### src/rtl/hybrid_ctrl_pkg.sv
// Shared types and helpers for the operator push-button controller.
//   btn_state_t : button FSM states (IDLE, HOLD, REPEAT, LOCK)
//   sat_step()  : one saturating up/down step on an unsigned setpoint
package hybrid_ctrl_pkg;

    typedef enum logic [1:0] {
        IDLE   = 2'd0,
        HOLD   = 2'd1,
        REPEAT = 2'd2,
        LOCK   = 2'd3
    } btn_state_t;

    // One bit of headroom keeps v+step from wrapping, and the down step is
    // compared before subtracting so it can never go below lo.
    function automatic logic [31:0] sat_step(
        input logic [31:0] v,
        input logic        up,
        input logic [31:0] step,
        input logic [31:0] lo,
        input logic [31:0] hi
    );
        logic [32:0] t;
        if (up) begin
            t = {1'b0, v} + {1'b0, step};
            if (t > {1'b0, hi}) begin
                t = {1'b0, hi};
            end else begin
                t = t;
            end
        end else begin
            if ({1'b0, v} < ({1'b0, lo} + {1'b0, step})) begin
                t = {1'b0, lo};
            end else begin
                t = {1'b0, v} - {1'b0, step};
            end
        end
        return t[31:0];
    endfunction

endpackage

### src/rtl/btn_edge_detect.sv
// Press-edge detector for one debounced, active-low, idle-high button.
// Ports:
//   clk     : system clock
//   reset   : synchronous active-high reset (history forced to released)
//   btn     : debounced button, 0 = pressed
//   press   : 1 in the cycle where btn is first sampled low after being high
//   pressed : level, 1 while the button is held
module btn_edge_detect (
    input  logic clk,
    input  logic reset,
    input  logic btn,
    output logic press,
    output logic pressed
);

    logic hist_r;

    // History of the previous sample; reset to "released" so a button held
    // through reset is seen as a fresh press afterwards.
    always_ff @(posedge clk) begin
        if (reset) begin
            hist_r <= 1'b1;
        end else begin
            hist_r <= btn;
        end
    end

    assign press   = hist_r & ~btn;
    assign pressed = ~btn;

endmodule

### src/rtl/button_param_ctrl.sv
// Operator-input controller: UP/DOWN step the selected setpoint with
// saturation, SEL cycles which setpoint is edited.
// Optional feature macro: BTN_AUTOREPEAT_EN (hold-to-repeat; when undefined,
// exactly one step per press and o_hold is tied low).
// Ports:
//   i_clk, i_reset            : clock, synchronous active-high reset
//   i_btn_up/down/sel         : debounced buttons, 0 = pressed
//   o_param [N_PARAM*W]       : setpoint bank, param k at [k*W +: W]
//   o_sel                     : index of the setpoint being edited
//   o_update                  : 1-cycle pulse when a setpoint really changed
//   o_hold                    : high while in HOLD or REPEAT
module button_param_ctrl
    import hybrid_ctrl_pkg::*;
#(
    parameter int N_PARAM     = 4,
    parameter int W           = 16,
    parameter int STEP        = 1,
    parameter int MIN_VAL     = 0,
    parameter int MAX_VAL     = 1000,
    parameter int RESET_VAL   = 500,
    parameter int HOLD_TIME   = 50_000_000,
    parameter int REPEAT_TIME = 5_000_000,
    localparam int SEL_W      = $clog2(N_PARAM)
) (
    input  logic                 i_clk,
    input  logic                 i_reset,
    input  logic                 i_btn_up,
    input  logic                 i_btn_down,
    input  logic                 i_btn_sel,
    output logic [N_PARAM*W-1:0] o_param,
    output logic [SEL_W-1:0]     o_sel,
    output logic                 o_update,
    output logic                 o_hold
);

    logic up_edge_s, up_lvl_s, dn_edge_s, dn_lvl_s, sel_edge_s, sel_lvl_s;

    btn_edge_detect u_up  (.clk(i_clk), .reset(i_reset), .btn(i_btn_up),
                           .press(up_edge_s),  .pressed(up_lvl_s));
    btn_edge_detect u_dn  (.clk(i_clk), .reset(i_reset), .btn(i_btn_down),
                           .press(dn_edge_s),  .pressed(dn_lvl_s));
    btn_edge_detect u_sel (.clk(i_clk), .reset(i_reset), .btn(i_btn_sel),
                           .press(sel_edge_s), .pressed(sel_lvl_s));

    btn_state_t       state_r, state_next_s;
    logic [W-1:0]     param_r [N_PARAM];
    logic [SEL_W-1:0] sel_r;
    logic             update_r;
    logic             do_step_s, step_up_s, sel_inc_s;
    logic [W-1:0]     cur_s, stepped_s;

`ifdef BTN_AUTOREPEAT_EN
    localparam int CNT_W = $clog2((HOLD_TIME > REPEAT_TIME) ? HOLD_TIME : REPEAT_TIME) + 1;
    logic [CNT_W-1:0] cnt_r, cnt_next_s;
    logic             dir_up_r, dir_up_next_s;
    logic             hold_r;
    logic             act_lvl_s, oth_lvl_s;

    // Level of the button that started this hold, and of the opposing one.
    assign act_lvl_s = dir_up_r ? up_lvl_s : dn_lvl_s;
    assign oth_lvl_s = dir_up_r ? dn_lvl_s : up_lvl_s;
`endif

    // Next-state and step/select decisions.
    always_comb begin
        state_next_s = state_r;
        do_step_s    = 1'b0;
        step_up_s    = 1'b0;
        sel_inc_s    = 1'b0;
`ifdef BTN_AUTOREPEAT_EN
        cnt_next_s    = cnt_r;
        dir_up_next_s = dir_up_r;
`endif
        case (state_r)
            IDLE: begin
                if (up_lvl_s && dn_lvl_s) begin
                    state_next_s = LOCK;
                end else if (up_edge_s || dn_edge_s) begin
                    do_step_s = 1'b1;
                    step_up_s = up_edge_s;
`ifdef BTN_AUTOREPEAT_EN
                    dir_up_next_s = up_edge_s;
                    cnt_next_s    = '0;
                    state_next_s  = HOLD;
`else
                    state_next_s  = LOCK;
`endif
                end else if (sel_edge_s && !up_lvl_s && !dn_lvl_s) begin
                    sel_inc_s = 1'b1;
                end else begin
                    state_next_s = IDLE;
                end
            end
`ifdef BTN_AUTOREPEAT_EN
            HOLD, REPEAT: begin
                step_up_s = dir_up_r;
                if (!act_lvl_s) begin
                    state_next_s = IDLE;
                end else if (oth_lvl_s) begin
                    state_next_s = LOCK;
                end else if ((state_r == HOLD   && cnt_r == CNT_W'(HOLD_TIME - 1)) ||
                             (state_r == REPEAT && cnt_r == CNT_W'(REPEAT_TIME - 1))) begin
                    do_step_s    = 1'b1;
                    cnt_next_s   = '0;
                    state_next_s = REPEAT;
                end else begin
                    cnt_next_s = cnt_r + CNT_W'(1);
                end
            end
`endif
            LOCK: begin
                if (!up_lvl_s && !dn_lvl_s) begin
                    state_next_s = IDLE;
                end else begin
                    state_next_s = LOCK;
                end
            end
            default: begin
                state_next_s = IDLE;
            end
        endcase
    end

    // Saturating step of the currently selected setpoint.
    always_comb begin
        cur_s     = param_r[sel_r];
        stepped_s = W'(sat_step(32'(cur_s), step_up_s, 32'(STEP),
                                32'(MIN_VAL), 32'(MAX_VAL)));
    end

    // State, setpoint bank, selection and registered pulse outputs.
    always_ff @(posedge i_clk) begin
        if (i_reset) begin
            state_r  <= IDLE;
            sel_r    <= '0;
            update_r <= 1'b0;
            for (int k = 0; k < N_PARAM; k++) begin
                param_r[k] <= W'(RESET_VAL);
            end
`ifdef BTN_AUTOREPEAT_EN
            cnt_r    <= '0;
            dir_up_r <= 1'b1;
            hold_r   <= 1'b0;
`endif
        end else begin
            state_r <= state_next_s;
            if (do_step_s) begin
                param_r[sel_r] <= stepped_s;
                update_r       <= (stepped_s != cur_s);
            end else begin
                update_r <= 1'b0;
            end
            if (sel_inc_s) begin
                sel_r <= (sel_r == SEL_W'(N_PARAM - 1)) ? '0 : sel_r + SEL_W'(1);
            end else begin
                sel_r <= sel_r;
            end
`ifdef BTN_AUTOREPEAT_EN
            cnt_r    <= cnt_next_s;
            dir_up_r <= dir_up_next_s;
            hold_r   <= (state_next_s == HOLD) || (state_next_s == REPEAT);
`endif
        end
    end

    // Flatten the setpoint bank onto the output bus.
    always_comb begin
        o_param = '0;
        for (int k = 0; k < N_PARAM; k++) begin
            o_param[k*W +: W] = param_r[k];
        end
    end

    assign o_sel    = sel_r;
    assign o_update = update_r;
`ifdef BTN_AUTOREPEAT_EN
    assign o_hold   = hold_r;
`else
    assign o_hold   = 1'b0;
`endif

endmodule

### config.mk
export PLATFORM = sky130hd
export DESIGN_NAME = button_param_ctrl
export DESIGN_NICKNAME = d
export VERILOG_FILES = /design/src/rtl/hybrid_ctrl_pkg.sv /design/src/rtl/btn_edge_detect.sv /design/src/rtl/button_param_ctrl.sv
export SDC_FILE = /design/constraint.sdc
export NUM_CORES = 1
export LEC_CHECK = 0
export CORE_MARGIN = 1.5
export CORE_UTILIZATION = 50
export CTS_BUF_LIST = sky130_fd_sc_hd__clkbuf_4
export DETAILED_ROUTE_END_ITERATION = 8
export GPL_TIMING_DRIVEN = 1
export PLACE_DENSITY = 0.76
export SLEW_MARGIN = 10
export SYNTH_ARGS = -nofsm -noshare
export SYNTH_HDL_FRONTEND = slang
export SYNTH_HIERARCHICAL = 1
export SYNTH_SLANG_ARGS = --single-unit
### constraint.sdc
create_clock -name i_clk -period 10.05 [get_ports i_clk]
set_input_delay 2.01 -clock i_clk [delete_from_list [all_inputs] [get_ports i_clk]]
set_output_delay 2.01 -clock i_clk [all_outputs]
set_load 0.1 [all_outputs]
# == Yosys cells after proc, flatten, opt, wreduce, memory -nomap -nowiden ==
# Memory sizes are Yosys's and may differ from the RTL's. A register that Yosys moved wholly into a read port is not among the register bits.
# Index checks and enable logic that the tools add are counted.
# W data, S select, Z words.
# word_totals
reg_bits,8
ram_bits,64
in_bits,5
output_inout_bits,68
memories,1
# mem_list
name,depth,width,rd,rd_ports_with_merged_regs,wr,line,rtl
param_r,4,16,5,1,4,button_param_ctrl.sv:46,logic [W-1:0] param_r [N_PARAM];
# op_classes
add_sub_neg,3
magnitude_cmp,2
eq_ne,4
muxes,29
n_bitwise,7
reduce_logical,8
# op_table
op,count
$mux W16,4
$add A16 B1 Y17 const B,1
$gt A17 B10 Y1 const B,1
$lt A16 B1 Y1 const B,1
$mux W1,16
$mux W2,8
$ne A16 B16 Y1,1
$reduce_or A16 Y1,1
$sub A16 B1 Y16 const B,1
$eq A2 B2 Y1 const B,2
$logic_and A1 B1 Y1,4
$ne A4 B4 Y1 const B,1
$not A1 Y1,4
$pmux W2 S2,1
$and A1 B1 Y1,3
$add A2 B1 Y2 const B,1
$logic_not A2 Y1,1
$reduce_or A2 Y1,1
$logic_or A1 B1 Y1,1

# == Longest topological paths before layout ==
# logic_depth
depth_word,11
ltp_mapped,14

# == By module ==
# Netlist, hierarchy kept.
# by_module_without_submodules
mod,n_inst,cells_each,area_per_inst_um2,seq_area_each_um2
button_param_ctrl,1,373,4063.9,2042.0
btn_edge_detect,3,4,36.3,20.0

# == Worst setup path after synthesis ==
# No wires, ideal clock.
# synth_timing
path_kind,register to register
startpoint,memory param_r[1][1]
endpoint,memory param_r[0][0] (data pin)
setup_time_ps,268
arrival_ps,3612
slack_ps,6171
stages_incl_launch_ff,13
period_less_slack_ps,3879
path_cell_list,edfxtp_1 > mux4_2 > buf_2 > ha_1 > nand2b_1 > o22ai_1 > and2_1 > a21oi_1 > a311o_1 > o311ai_4 > nor2_1 > o21ai_0 > nor2_1
# synth_lines
item,line
from (decl),button_param_ctrl.sv:46

==> results.sh <==
export IMPL_fill_cells=673
export IMPL_hold_viol_final=0
export IMPL_whs_endpoint="state_r[0]$_SDFFE_PP0P_"
export IMPL_drtAntennaViolNets=0
export IMPL_postSynthNetCount=393
export IMPL_nNetsFinal=452
export IMPL_die_h_um=94.3
export IMPL_die_area_um2=8890
export IMPL_clock_sinks=73
export IMPL_drive_gt1_frac=0.100
export IMPL_final_max_slew_viol_count=0
export IMPL_cp_max_fo=16
export IMPL_cts_buffers=9
export IMPL_fin_util=0.615
export IMPL_hpwl_mm=7.82
export IMPL_syn_inst=384
export IMPL_path_clk_slew_ns=0.10
export IMPL_num_rows=33
export IMPL_vias_per_cell=6.16
export IMPL_clock_skew_ns=0.0150
export IMPL_ctsResizeCount=0
export IMPL_fin_crit_sh=0.473
export IMPL_ios=73
export IMPL_grt_antenna_before_repair=0
export IMPL_regArea_um2=2100
export IMPL_outcome="complete, no violations"
export IMPL_wl_per_cell_um=19.4
export IMPL_maxSlewHeadroom=0.330
export IMPL_synth_area_um2=4170
export IMPL_setup_worst_path_class="in2reg"
export IMPL_worst_ep_required_time_ns=10.09
export IMPL_syn_area_per_cell_um2=10.9
export IMPL_grtUsageTotal=0.258
export IMPL_final_min_clock_period_ns=4.75
export IMPL_multiInputGateArea_um2=1900
export IMPL_routed_wirelength_mm=10.7
export IMPL_start_util=0.513
export IMPL_clock_path_buffers=2
export IMPL_drtIter0Drc=420
export IMPL_leakagePower_uw=0.00159
export IMPL_rsz0062_at_grt="false"
export IMPL_core_um2=8130
export IMPL_hold_path_depth=1
export IMPL_reg2reg_depth=11
export IMPL_worstMarginPinSlew_ns=1.00
export IMPL_cts_hold_buf=0
export IMPL_clk_latency_ns=0.42
export IMPL_yosys_warnings=6
export IMPL_grt_pass1_vias=3331
export IMPL_finalSetupTns_ns=0
export IMPL_min_path_type="reg2reg"
export IMPL_tritoncts="built"
export IMPL_fmax_ghz=0.211
export IMPL_cp_end_kind="flip-flop"
export IMPL_peakVddDrop_uv=104
export IMPL_max_cap_viol_count=0
export IMPL_numPortBuffers=71
export IMPL_grt_max_degree=24
export IMPL_rrSetupSlack_ns=5.41
export IMPL_critPathLaunchType="input port"
export IMPL_routabilityCongestion=0.966
export IMPL_cts_max_level=3
export IMPL_cts_setup_buffers=0
export IMPL_setup_viol=0
export IMPL_syn_to_final_growth_pct=19.9
export IMPL_chipWidth_um=94.3
export IMPL_cts_root_buf="clkbuf_4"
export IMPL_hold_start="state_r[0]$_SDFFE_PP0P_"
export IMPL_grt_pass1_wl_mm=17.1
export IMPL_drc=0
export IMPL_overflow=0
export IMPL_dr_pass1_iters=6
export IMPL_num_vias=3409
export IMPL_p_per_area_nw_per_um2=132
export IMPL_crit_arrival_ns=4.79
export IMPL_antennaDiodeCount=0
export IMPL_r2r_end="param_r[2][0]$_SDFFCE_PN0P_"
==> worst max path at each step <==
stage,from,endpoint,slack [ns],cells past startpoint
6_report,i_btn_up,param_r[2][2]$_SDFFCE_PN1P_,5.30,8
3_3_place_gp,i_btn_up,param_r[0][8]$_SDFFCE_PN1P_,5.01,7
3_5_place_dp,i_btn_up,param_r[0][8]$_SDFFCE_PN1P_,4.87,7
4_1_cts,i_btn_up,param_r[0][2]$_SDFFCE_PN1P_,5.31,7
5_1_grt,flip-flop,param_r[2][0]$_SDFFCE_PN0P_,5.11,11
2_1_floorplan,param_r[1][1]$_SDFFCE_PN0P_,param_r[0][0]$_SDFFCE_PN0P_,6.17,12
==> cell usage in the layout, fill, tap and decap left out, types with 4 or more instances in the layout <==
master and count:
nor3_1 13, xor2_1 10, nor2b_1 5, mux2i_1 6, o21ai_0 12, and2_1 6, ha_1 4, clkbuf_4 9
nand2b_1 5, a21oi_1 10, nand4_1 5, clkdlybuf4s50_1 71, nor4_1 4, dfxtp_1 9, nand3_1 8, or3_1 4
mux4_2 15, clkinv_1 4, inv_1 7, edfxtp_1 64, nor2_1 56, nand2_1 55
==> critical path: stages <==
cell             delay [ns]
clkdlybuf4s50_1        0.49
inv_1                  0.07
a21oi_1                0.21
o21ai_0                0.16
or2_0                  0.52
nor2_1                 0.27
nand2_1                0.30
nand2b_1               0.75
==> layer usage <==
| metal | part of all wire | vias up | track usage |
|---|---|---|---|
| li1 | - | 1541 | - |
| met1 | 0.42 | 1664 | 0.354 |
| met2 | 0.48 | 184 | 0.415 |
| met3 | 0.078 | 20 | 0.0510 |
| met4 | 0.017 | 0 | 0.0784 |
| met5 | 0 | - | 0 |
==> registers in the layout, indices dropped and copies added, names as in the netlist, named ones only <==
register / cells
o_sel: 2
o_update: 1
param_r: 64
state_r: 1
u_dn/hist_r: 1
u_sel/hist_r: 1
u_up/hist_r: 1
==> metrics by stage <==
step / hold slack, ns / setup slack (ns) / cells / total power [uW] / cell area, um2
after global placement: 0.477 / 5.01 / 537 / 515 / 4890
after global routing: 0.558 / 5.11 / 553 / 679 / 5000
after detailed placement: 0.506 / 4.87 / 537 / 517 / 4890
final: 0.518 / 5.30 / 553 / 659 / 5000
after floorplan: 0.462 / 6.17 / 384 / 481 / 4170
after CTS: 0.521 / 5.31 / 553 / 657 / 5000
==> report_power, final <==
part	switching, uW	leakage (uW)	internal [uW]
Clock	99.2	0.0000481	47.4
Combinational	126	0.000881	38.9
Sequential	6.81	0.000656	340
Total	232	0.00159	427
==> layout make-up <==
type	count	area share
clock buffers	9	0.0135
clock inverters	7	0.00751
inverters	7	0.00526
multi-input cells	278	0.380
flip-flops and latches	73	0.421
well taps	105	0.0263
repair buffers	74	0.147
Note: power is estimated with default switching activity, not from simulation.
